==> src/rtl/canny_sched_pkg.sv <==
// Shared types and helpers for the two-source canny frame scheduler.
package canny_sched_pkg;

   localparam int unsigned SRC_NUM = 2;

   typedef logic [1:0] sched_state_t;

   localparam sched_state_t ST_IDLE   = 2'd0;
   localparam sched_state_t ST_STREAM = 2'd1;
   localparam sched_state_t ST_DRAIN  = 2'd2;

   // Pick the granted source id from the candidate mask; a tie goes to the
   // source that did not win last time.
   function automatic logic rr_pick(input logic [SRC_NUM-1:0] cand, input logic last_grant);
      if (cand == 2'b11) begin
         return ~last_grant;
      end
      return cand[1];
   endfunction

endpackage

==> src/rtl/vsync_edge_det.sv <==
// Single-register rise/fall detector for a vsync-style level signal.
// Edges are reported combinationally in the same cycle the input changes.
module vsync_edge_det (
   input  logic i_clk,
   input  logic i_vsync,
   output logic o_rise,
   output logic o_fall
);

   logic r_vsync_d;

   // Delayed copy; deliberately not reset so a source already mid-frame
   // when reset releases does not look like a fresh frame start.
   always_ff @(posedge i_clk) begin
      r_vsync_d <= i_vsync;
   end

   assign o_rise = i_vsync & ~r_vsync_d;
   assign o_fall = ~i_vsync & r_vsync_d;

endmodule

==> src/rtl/canny_frame_scheduler.sv <==
// Frame-granular arbiter sharing one gaussian+canny pipeline between two
// camera streams. One whole frame is granted at a time; the next grant waits
// until the frame has left the pipeline (returned vsync fall) or a timeout.
module canny_frame_scheduler
   import canny_sched_pkg::*;
#(
   parameter int unsigned DATA_W        = 8,
   parameter int unsigned DRAIN_TIMEOUT = 4096,
   parameter int unsigned CNT_W         = 16
) (
   input  logic               clk,
   input  logic               rst,
   input  logic [SRC_NUM-1:0] src_en,
   input  logic               s0_vsync,
   input  logic               s0_href,
   input  logic               s0_clken,
   input  logic [DATA_W-1:0]  s0_y,
   input  logic               s1_vsync,
   input  logic               s1_href,
   input  logic               s1_clken,
   input  logic [DATA_W-1:0]  s1_y,
   output logic               m_vsync,
   output logic               m_href,
   output logic               m_clken,
   output logic [DATA_W-1:0]  m_y,
   input  logic               ret_vsync,
   output logic               frame_src,
   output logic               busy,
   output logic [CNT_W-1:0]   drop_cnt0,
   output logic [CNT_W-1:0]   drop_cnt1
);

   localparam logic [15:0] TO_LAST = 16'(DRAIN_TIMEOUT - 1);

   sched_state_t        r_state;
   sched_state_t        w_state_d;
   logic [15:0]         r_to_cnt;
   logic [15:0]         w_to_cnt_d;
   logic                r_busy;
   logic                r_sel;
   logic                r_last_grant;
   logic                r_m_vsync;
   logic                r_m_href;
   logic                r_m_clken;
   logic [DATA_W-1:0]   r_m_y;
   logic [CNT_W-1:0]    r_drop_cnt0;
   logic [CNT_W-1:0]    r_drop_cnt1;

   logic                w_s0_rise;
   logic                w_s0_fall;
   logic                w_s1_rise;
   logic                w_s1_fall;
   logic                w_ret_fall;
   logic                w_unused_ret_rise;
   logic [SRC_NUM-1:0]  w_rise_en;
   logic                w_grant;
   logic                w_grant_id;
   logic                w_fwd_id;
   logic                w_fwd_en;
   logic                w_sel_fall;
   logic                w_drop0;
   logic                w_drop1;

   vsync_edge_det u_s0_edge (
      .i_clk   (clk),
      .i_vsync (s0_vsync),
      .o_rise  (w_s0_rise),
      .o_fall  (w_s0_fall)
   );

   vsync_edge_det u_s1_edge (
      .i_clk   (clk),
      .i_vsync (s1_vsync),
      .o_rise  (w_s1_rise),
      .o_fall  (w_s1_fall)
   );

   vsync_edge_det u_ret_edge (
      .i_clk   (clk),
      .i_vsync (ret_vsync),
      .o_rise  (w_unused_ret_rise),
      .o_fall  (w_ret_fall)
   );

   // Grant decision, forwarding select and drop detection.
   always_comb begin
      w_rise_en  = {w_s1_rise & src_en[1], w_s0_rise & src_en[0]};
      w_grant    = (r_state == ST_IDLE) && (w_rise_en != '0);
      w_grant_id = rr_pick(w_rise_en, r_last_grant);
      // The grant cycle already forwards the rising vsync of the winner.
      w_fwd_id   = w_grant ? w_grant_id : r_sel;
      w_fwd_en   = w_grant || (r_state == ST_STREAM);
      w_sel_fall = r_sel ? w_s1_fall : w_s0_fall;
      w_drop0    = w_rise_en[0] & ~(w_grant & ~w_grant_id);
      w_drop1    = w_rise_en[1] & ~(w_grant & w_grant_id);
   end

   // Next-state logic and drain timeout counter.
   always_comb begin
      w_state_d  = r_state;
      w_to_cnt_d = r_to_cnt;
      case (r_state)
         ST_IDLE: begin
            if (w_grant) begin
               w_state_d = ST_STREAM;
            end
         end
         ST_STREAM: begin
            w_to_cnt_d = '0;
            if (w_sel_fall) begin
               w_state_d = ST_DRAIN;
            end
         end
         ST_DRAIN: begin
            if (w_ret_fall || (r_to_cnt == TO_LAST)) begin
               w_state_d = ST_IDLE;
            end else begin
               w_to_cnt_d = r_to_cnt + 16'd1;
            end
         end
         default: begin
            w_state_d = ST_IDLE;
         end
      endcase
   end

   // State register; busy is registered from the next state.
   always_ff @(posedge clk) begin
      if (rst) begin
         r_state  <= ST_IDLE;
         r_to_cnt <= '0;
         r_busy   <= 1'b0;
      end else begin
         r_state  <= w_state_d;
         r_to_cnt <= w_to_cnt_d;
         r_busy   <= (w_state_d != ST_IDLE);
      end
   end

   // Selected source and round-robin history, updated only on a grant.
   always_ff @(posedge clk) begin
      if (rst) begin
         r_sel        <= 1'b0;
         r_last_grant <= 1'b1;
      end else if (w_grant) begin
         r_sel        <= w_grant_id;
         r_last_grant <= w_grant_id;
      end
   end

   // Registered 2:1 video mux; zero outside a granted frame.
   always_ff @(posedge clk) begin
      if (rst) begin
         r_m_vsync <= 1'b0;
         r_m_href  <= 1'b0;
         r_m_clken <= 1'b0;
         r_m_y     <= '0;
      end else if (w_fwd_en) begin
         r_m_vsync <= w_fwd_id ? s1_vsync : s0_vsync;
         r_m_href  <= w_fwd_id ? s1_href  : s0_href;
         r_m_clken <= w_fwd_id ? s1_clken : s0_clken;
         r_m_y     <= w_fwd_id ? s1_y     : s0_y;
      end else begin
         r_m_vsync <= 1'b0;
         r_m_href  <= 1'b0;
         r_m_clken <= 1'b0;
         r_m_y     <= '0;
      end
   end

   // Saturating per-source dropped-frame counters.
   always_ff @(posedge clk) begin
      if (rst) begin
         r_drop_cnt0 <= '0;
         r_drop_cnt1 <= '0;
      end else begin
         if (w_drop0 && (r_drop_cnt0 != '1)) begin
            r_drop_cnt0 <= r_drop_cnt0 + CNT_W'(1);
         end
         if (w_drop1 && (r_drop_cnt1 != '1)) begin
            r_drop_cnt1 <= r_drop_cnt1 + CNT_W'(1);
         end
      end
   end

   assign m_vsync   = r_m_vsync;
   assign m_href    = r_m_href;
   assign m_clken   = r_m_clken;
   assign m_y       = r_m_y;
   assign frame_src = r_sel;
   assign busy      = r_busy;
   assign drop_cnt0 = r_drop_cnt0;
   assign drop_cnt1 = r_drop_cnt1;

endmodule

==> config.mk <==
export PLATFORM = sky130hd
export DESIGN_NAME = canny_frame_scheduler
export DESIGN_NICKNAME = d
export VERILOG_FILES = /design/src/rtl/canny_sched_pkg.sv /design/src/rtl/vsync_edge_det.sv /design/src/rtl/canny_frame_scheduler.sv
export SDC_FILE = /design/constraint.sdc
export NUM_CORES = 1
export LEC_CHECK = 0
export ABC_AREA = 1
export CELL_PAD_IN_SITES_DETAIL_PLACEMENT = 1
export CELL_PAD_IN_SITES_GLOBAL_PLACEMENT = 2
export CORE_MARGIN = 1
export CORE_UTILIZATION = 25
export DETAILED_ROUTE_END_ITERATION = 10
export PLACE_DENSITY = 0.76
export SLEW_MARGIN = 5
export SYNTH_ARGS = -nofsm -noshare
export SYNTH_HDL_FRONTEND = slang
export SYNTH_SLANG_ARGS = --single-unit
==> constraint.sdc <==
create_clock -name clk -period 1.4 [get_ports clk]
set_clock_uncertainty 0.1 [all_clocks]
set_input_delay 0.35 -clock clk [delete_from_list [all_inputs] [get_ports clk]]
set_output_delay 0.35 -clock clk [all_outputs]
set_load 0.02 [all_outputs]
==> results of run 1 <==
[area by class of cell]
type / instances / area (µm²)
clock inverter: 2 / 35.0
clock buffer: 14 / 264
timing repair buffer: 217 / 1910
fill: 1655 / 6860
tap: 176 / 220
inverter: 53 / 221
timing repair inverter: 1 / 8.76
multi-input combinational: 382 / 2540
sequential: 67 / 1400
[power groups by stage]
stage / registers [mW] / logic [mW] / clock network, mW
CTS: 1.96 / 0.492 / 2.39
global route: 1.96 / 0.575 / 2.47
floorplan: 2.04 / 0.161 / 0
finish: 1.96 / 0.534 / 2.33
global placement: 2.00 / 0.439 / 0
detailed placement: 2.00 / 0.448 / 0
[cell usage in the layout, fill, tap and decap left out, drive strengths merged]
cell type	synthesis	layout
dfxtp	67	67
nand4	7	7
ha	3	3
clkbuf	5	14
bufinv	0	1
nor2	89	89
clkdlybuf4s15	0	8
clkdlybuf4s50	0	22
nand3	40	40
dlygate4sd2	0	1
o21ai	26	26
xor2	12	12
or2	1	1
xnor2	4	4
nand2	142	142
o31ai	1	1
nor3	11	11
clkinv	0	2
a21boi	3	3
a21oi	42	42
inv	53	53
nand3b	1	1
buf	10	186
[repair_timing]
item | CTS | global route
pin swaps | 49 | 64
hold buffers | 0 | 0
setup buffers | 19 | 13
setup endpoints to repair | 107 | 81
gates cloned | 2 | 0
gates resized for setup | 318 | 124
[stage by stage]
stage	cells	TNS, ns	worst slack, ns	hold slack [ns]	instance area [µm²]
global placement	867	-36.95	-0.754	0.368	5450
global route	912	-11.91	-0.305	0.279	6600
detailed placement	867	-40.34	-0.806	0.377	5450
floorplan	517	-2.64	-0.146	0.278	3720
CTS	903	-6.78	-0.178	0.268	6180
finish	912	-7.31	-0.198	0.270	6600
[sequential cells by signal, summed over array words and instances (netlist names)]
register              flops
r_to_cnt                 16
m_href                    1
r_last_grant              1
m_y                       8
busy                      1
m_vsync                   1
frame_src                 1
u_ret_edge.r_vsync_d      1
u_s0_edge.r_vsync_d       1
r_state                   2
drop_cnt0                16
drop_cnt1                16
u_s1_edge.r_vsync_d       1
m_clken                   1
[cells in the mapped netlist (2+ instances only)]
library cell,number
dfxtp_1,67
xnor2_1,4
a21oi_2,7
o21ai_0,24
nor3_2,3
a21oi_1,35
nand3_2,2
nand3_1,38
inv_1,52
buf_2,4
nor2_4,4
nand2_1,132
buf_6,3
nand2_2,10
nor2_1,81
xor2_1,12
clkbuf_1,5
buf_4,2
ha_1,3
nor3_1,8
o21ai_1,2
nand4_1,7
nor2_2,3
[kinds of logic (layout without fill, tap and decap cells)]
logic type,after synthesis,in the layout
xor+xnor,16,16
buf+inv,68,287
simple gates,291,291
flops,67,67
fa+ha+maj,3,3
compound gates,72,72
[worst paths after layout]
kind	from	to	slack (ns)	depth (start not counted)
setup / recovery	drop_cnt0[0]$_SDFFE_PP0P_	drop_cnt0[5]$_SDFFE_PP0P_	-0.20	9
hold / removal	s1_vsync	u_s1_edge.r_vsync_d$_DFF_P_	0.27	2
setup reg to reg	drop_cnt0[0]$_SDFFE_PP0P_	drop_cnt0[5]$_SDFFE_PP0P_	-0.20	9
hold reg to reg	r_to_cnt[5]$_SDFFE_PP0P_	r_to_cnt[5]$_SDFFE_PP0P_	0.38	2
[per-layer routing]
metal  GRT usage  routed length, µm  part of all wire
met5           0                  0                 0
met4      0.0502                171             0.013
met3      0.0467                441             0.033
met2       0.357               7260              0.54
met1       0.207               5580              0.41
==> out/results.tsv, run 1 <==
metric	value	unit
clkSinkCount	67	
nNetsFinal	761	
diodes	0	
synthTopCellsByArea	dfxtp_1, nand2_1, nor2_1	
grt_setup_unrepaired	true	
power_frac_seq	0.406	
cts_max_level	3	
routed_via_density	4.53	
dp_hpwl	9220	µm
synth_flop_cell	dfxtp_1	
crit_type	reg2reg	
drt_iter0_drc	129	
vias	4131	
numCtsBuffers	9	
slowest_delay	0.37	ns
status	finished with violations	
overflow	0	
ys_seq_elements	67	
rows	42	
grtUsageTotal	0.189	
drcViolationCount	0	
yosys_warnings	0	
maxCapViolations	0	
p_switching	1.17	mW
die_h	120	µm
totalWireLength	13500	µm
firstDrtPassIters	4	
post_drt_wl_per_cell	14.8	µm
synth_area	3510	µm²
synth_top_cell_by_area	dfxtp_1	
ys_types	32	
antenna_found_initial	0	
synth_nets	547	
worstMarginPinSlew	0.387	ns
slew_viol_final	0	
drive_gt1_frac	0.552	
clockBufferDepth	2	
core	13500	µm²
synth.avg_cell_area	6.79	µm²
cp-end-kind	flip-flop	
clk_latency	0.34	ns
synth_top_family_by_area	simple AND/OR/NAND/NOR gates	
synth_edf_count	0	
synth_top_area_frac	0.382	
pin_count	72	
crit_arrival	1.73	ns
first_global_vias	4441	
hold_path.class	in2reg	
cp_num_buf_inv	1	
final_hold_viol_count	0	
slew_headroom	0.742	
critical_path.top_delay_family	simple AND/OR/NAND/NOR gates	
final_util	0.490	
slowest_stage	dfxtp_4	
ys_async_sr_fraction	0	
port_buffers	71	
drt.antenna.violating_nets	0	
netSwitchingFraction	0.241	
die_w	120	µm
ys_seq_area_frac	0.382	
synthMuxAreaShare	0	
clock_power_share	0.483	
combPwrFrac	0.111	
clkSlewWorstSetupHoldPaths	0.05	ns
total_power	4.82	mW
yosys.area_share.simple	0.366	
synth-xor-area-share	0.0399	
grt_pass1_wl	21400	µm
area_delta_synth_final	88.0	%
max_freq	0.626	GHz
start_kind	flip-flop	
fin_crit	1.60	ns
grt_max_degree	22	
synth_fa_ha_area_frac	0.0107	
peakVddDrop	0.650	mV
synth_compound_area_frac	0.114	
cts_tree	built	
cp_cell_sequence	ha_4 -> nand2_4 -> nor2_4 -> nand4_1 -> nor2_4 -> nor2_4 -> buf_6 -> a21oi_2 -> nor2_1	
syn_inst	517	
internal_power	3.66	mW
root_buffer	clkbuf_16	
worstPathRequired	1.53	ns
fin_crit_sh	1.14	
p_per_area	731	nW/µm²
crit_path_frequent_cell	nor2_4	
finalSetupViolations	52	
initial_core_util	0.261	
fp.dieArea	14500	µm²
routabilityCongestion	0.778	
path_max_fanout	7	
violations	setup timing	
p_leak	2.88	nW
setup_slack	-0.198	ns
No activity file was read; power rests on OpenSTA's default activity.
==> run 2, diff against run 1 <==
--- a/config.mk
+++ b/config.mk
@@ -6,6 +6,7 @@
 export NUM_CORES = 1
 export LEC_CHECK = 0
 export ABC_AREA = 1
+export CAP_MARGIN = 10
 export CELL_PAD_IN_SITES_DETAIL_PLACEMENT = 1
 export CELL_PAD_IN_SITES_GLOBAL_PLACEMENT = 2
 export CORE_MARGIN = 1
==> results of run 2 <==
The final DEF is identical to that of run 1; final timing and power are the same.
==> run 3, diff against run 2 <==
--- a/config.mk
+++ b/config.mk
@@ -12,6 +12,7 @@
 export CORE_MARGIN = 1
 export CORE_UTILIZATION = 25
 export DETAILED_ROUTE_END_ITERATION = 10
+export MAX_ROUTING_LAYER = met4
 export PLACE_DENSITY = 0.76
 export SLEW_MARGIN = 5
 export SYNTH_ARGS = -nofsm -noshare
==> run 3 against run 2 <==
Compared with the run above:
- the run still ends with setup timing left
- critical endpoint unchanged
- critical path type unchanged
- wire length about the same
- die area is the same
- final area unchanged
- clock power about the same
==> out/results.tsv, run 3 (synthesis gave the netlist of run 1 again) <==
metric	value	unit	change
drt.antenna.violating_nets	0		unchanged
dp_cells	867		unchanged
crit_type	reg2reg		
clockBufferDepth	2		unchanged
dp_hpwl	9220	µm	unchanged
drive_gt1_frac	0.552		unchanged
critical_path.top_delay_family	simple AND/OR/NAND/NOR gates		
start_kind	flip-flop		
grtUsageTotal	0.194		+0.00533
stdcell_area	6600	µm²	unchanged
crit_path_frequent_cell	nor2_4		
p_leak	2.88	nW	unchanged
cp-end-kind	flip-flop		
area_delta_synth_final	88.0	%	unchanged
root_buffer	clkbuf_16		
clkSinkCount	67		unchanged
grt_setup_unrepaired	true		
die_h	120	µm	unchanged
diodes	0		unchanged
cts_tree	built		
status	finished with violations		
hold_path.class	in2reg		
path_max_fanout	7		unchanged
violations	setup timing		
setup_slack	-0.197	ns	+0.000906 ns
max_freq	0.626	GHz	about the same
fin_crit_sh	1.14		about the same
cp_cell_sequence	ha_4 -> nand2_4 -> nor2_4 -> nand4_1 -> nor2_4 -> nor2_4 -> buf_6 -> a21oi_2 -> nor2_1		
fp.dieArea	14500	µm²	unchanged
final_common_cell	buf_4		
firstDrtPassIters	4		unchanged
port_buffers	71		unchanged
final_cell_mix	buf_4, nand2_1, nor2_1		
antenna_found_initial	0		unchanged
slowest_stage	dfxtp_4		
clkSlewWorstSetupHoldPaths	0.06	ns	about the same
cp_num_buf_inv	1		unchanged
slew_viol_final	0		unchanged
p_per_area	732	nW/µm²	+0.17%
overflow	0		unchanged
cts_max_level	3		unchanged
cts_hold_buf	0		unchanged
grt_pass1_wl	21400	µm	about the same
worstMarginPinSlew	0.388	ns	+0.000493 ns
finalSetupViolations	52		unchanged
pin_count	72		unchanged
vias	4129		-0.048%
routed_via_density	4.53		about the same
die_w	120	µm	unchanged
numCtsBuffers	9		unchanged
post_drt_wl_per_cell	14.8	µm	about the same
maxCapViolations	0		unchanged
slowest_delay	0.37	ns	about the same
initial_core_util	0.261		unchanged
crit_arrival	1.73	ns	about the same
fin_tns_setup	-7.29	ns	+0.0224 ns
peakVddDrop	0.650	mV	about the same
totalWireLength	13500	µm	about the same
first_global_vias	4443		+0.045%
drcViolationCount	0		unchanged
fin_cells	912		unchanged
grt_max_degree	22		unchanged
placed_area	5450	µm²	unchanged
final_hold_viol_count	0		unchanged
clk_latency	0.34	ns	about the same
worstPathRequired	1.53	ns	about the same
drt_iter0_drc	131		+1.6%
fin_crit	1.60	ns	-0.000906 ns
core	13500	µm²	unchanged
nNetsFinal	761		unchanged
slew_headroom	0.741		about the same
routabilityCongestion	0.789		+1.4%
rows	42		unchanged
==> run 3: cell type report <==
| type | count | area [µm²] |
|---|---|---|
| Clock buffer | 14 | 264 |
| Clock inverter | 2 | 35.0 |
| Timing Repair inverter | 1 | 8.76 |
| Inverter | 53 | 221 |
| Timing Repair Buffer | 217 | 1910 |
| Sequential cell | 67 | 1400 |
| Multi-Input combinational cell | 382 | 2540 |
| Tap cell | 176 | 220 |
| Fill cell | 1655 | 6860 |
==> run 3: final timing paths <==
path                             startpoint                          end  slack [ns]  cells past startpoint
setup / recovery  drop_cnt0[0]$_SDFFE_PP0P_    drop_cnt0[5]$_SDFFE_PP0P_       -0.20                      9
hold / removal                     s1_vsync  u_s1_edge.r_vsync_d$_DFF_P_        0.27                      2
setup reg to reg  drop_cnt0[0]$_SDFFE_PP0P_    drop_cnt0[5]$_SDFFE_PP0P_       -0.20                      9
hold reg to reg    r_to_cnt[5]$_SDFFE_PP0P_     r_to_cnt[5]$_SDFFE_PP0P_        0.38                      2
==> run 3: through the flow <==
stage	utilization	power (mW)	hold slack [ns]	setup WS [ns]
3_3_place_gp	0.405	2.44	0.368	-0.754
3_5_place_dp	0.405	2.45	0.377	-0.806
6_report	0.490	4.83	0.269	-0.197
2_1_floorplan	-	2.20	0.278	-0.146
4_1_cts	0.460	4.84	0.268	-0.178
5_1_grt	0.490	5.01	0.277	-0.305
==> run 3: worst register-to-register path: stages, from the launching register on <==
cell and delay [ns]:
dfxtp_4 0.37, ha_4 0.15, nand2_4 0.06, nor2_4 0.11, nand4_1 0.18, nor2_4 0.16
nor2_4 0.06, buf_6 0.14, a21oi_2 0.12, nor2_1 0.05
==> run 3: timing repair <==
item / 4_1_cts / 5_1_grt
setup buffers: 19 / 13
endpoints found under the setup margin: 107 / 81
pin swaps: 49 / 64
gates cloned: 2 / 0
gates resized for setup: 318 / 124
==> run 3: power by group <==
| group | switching (mW) | internal [mW] |
|---|---|---|
| Combinational | 0.286 | 0.249 |
| Clock | 0.862 | 1.48 |
| Sequential | 0.0249 | 1.94 |
==> run 3: metal layers <==
| layer | track usage | part of all wire |
|---|---|---|
| met1 | 0.208 | 0.42 |
| met2 | 0.356 | 0.54 |
| met3 | 0.0467 | 0.032 |
| met4 | 0.0502 | 0.013 |
| met5 | - | 0 |
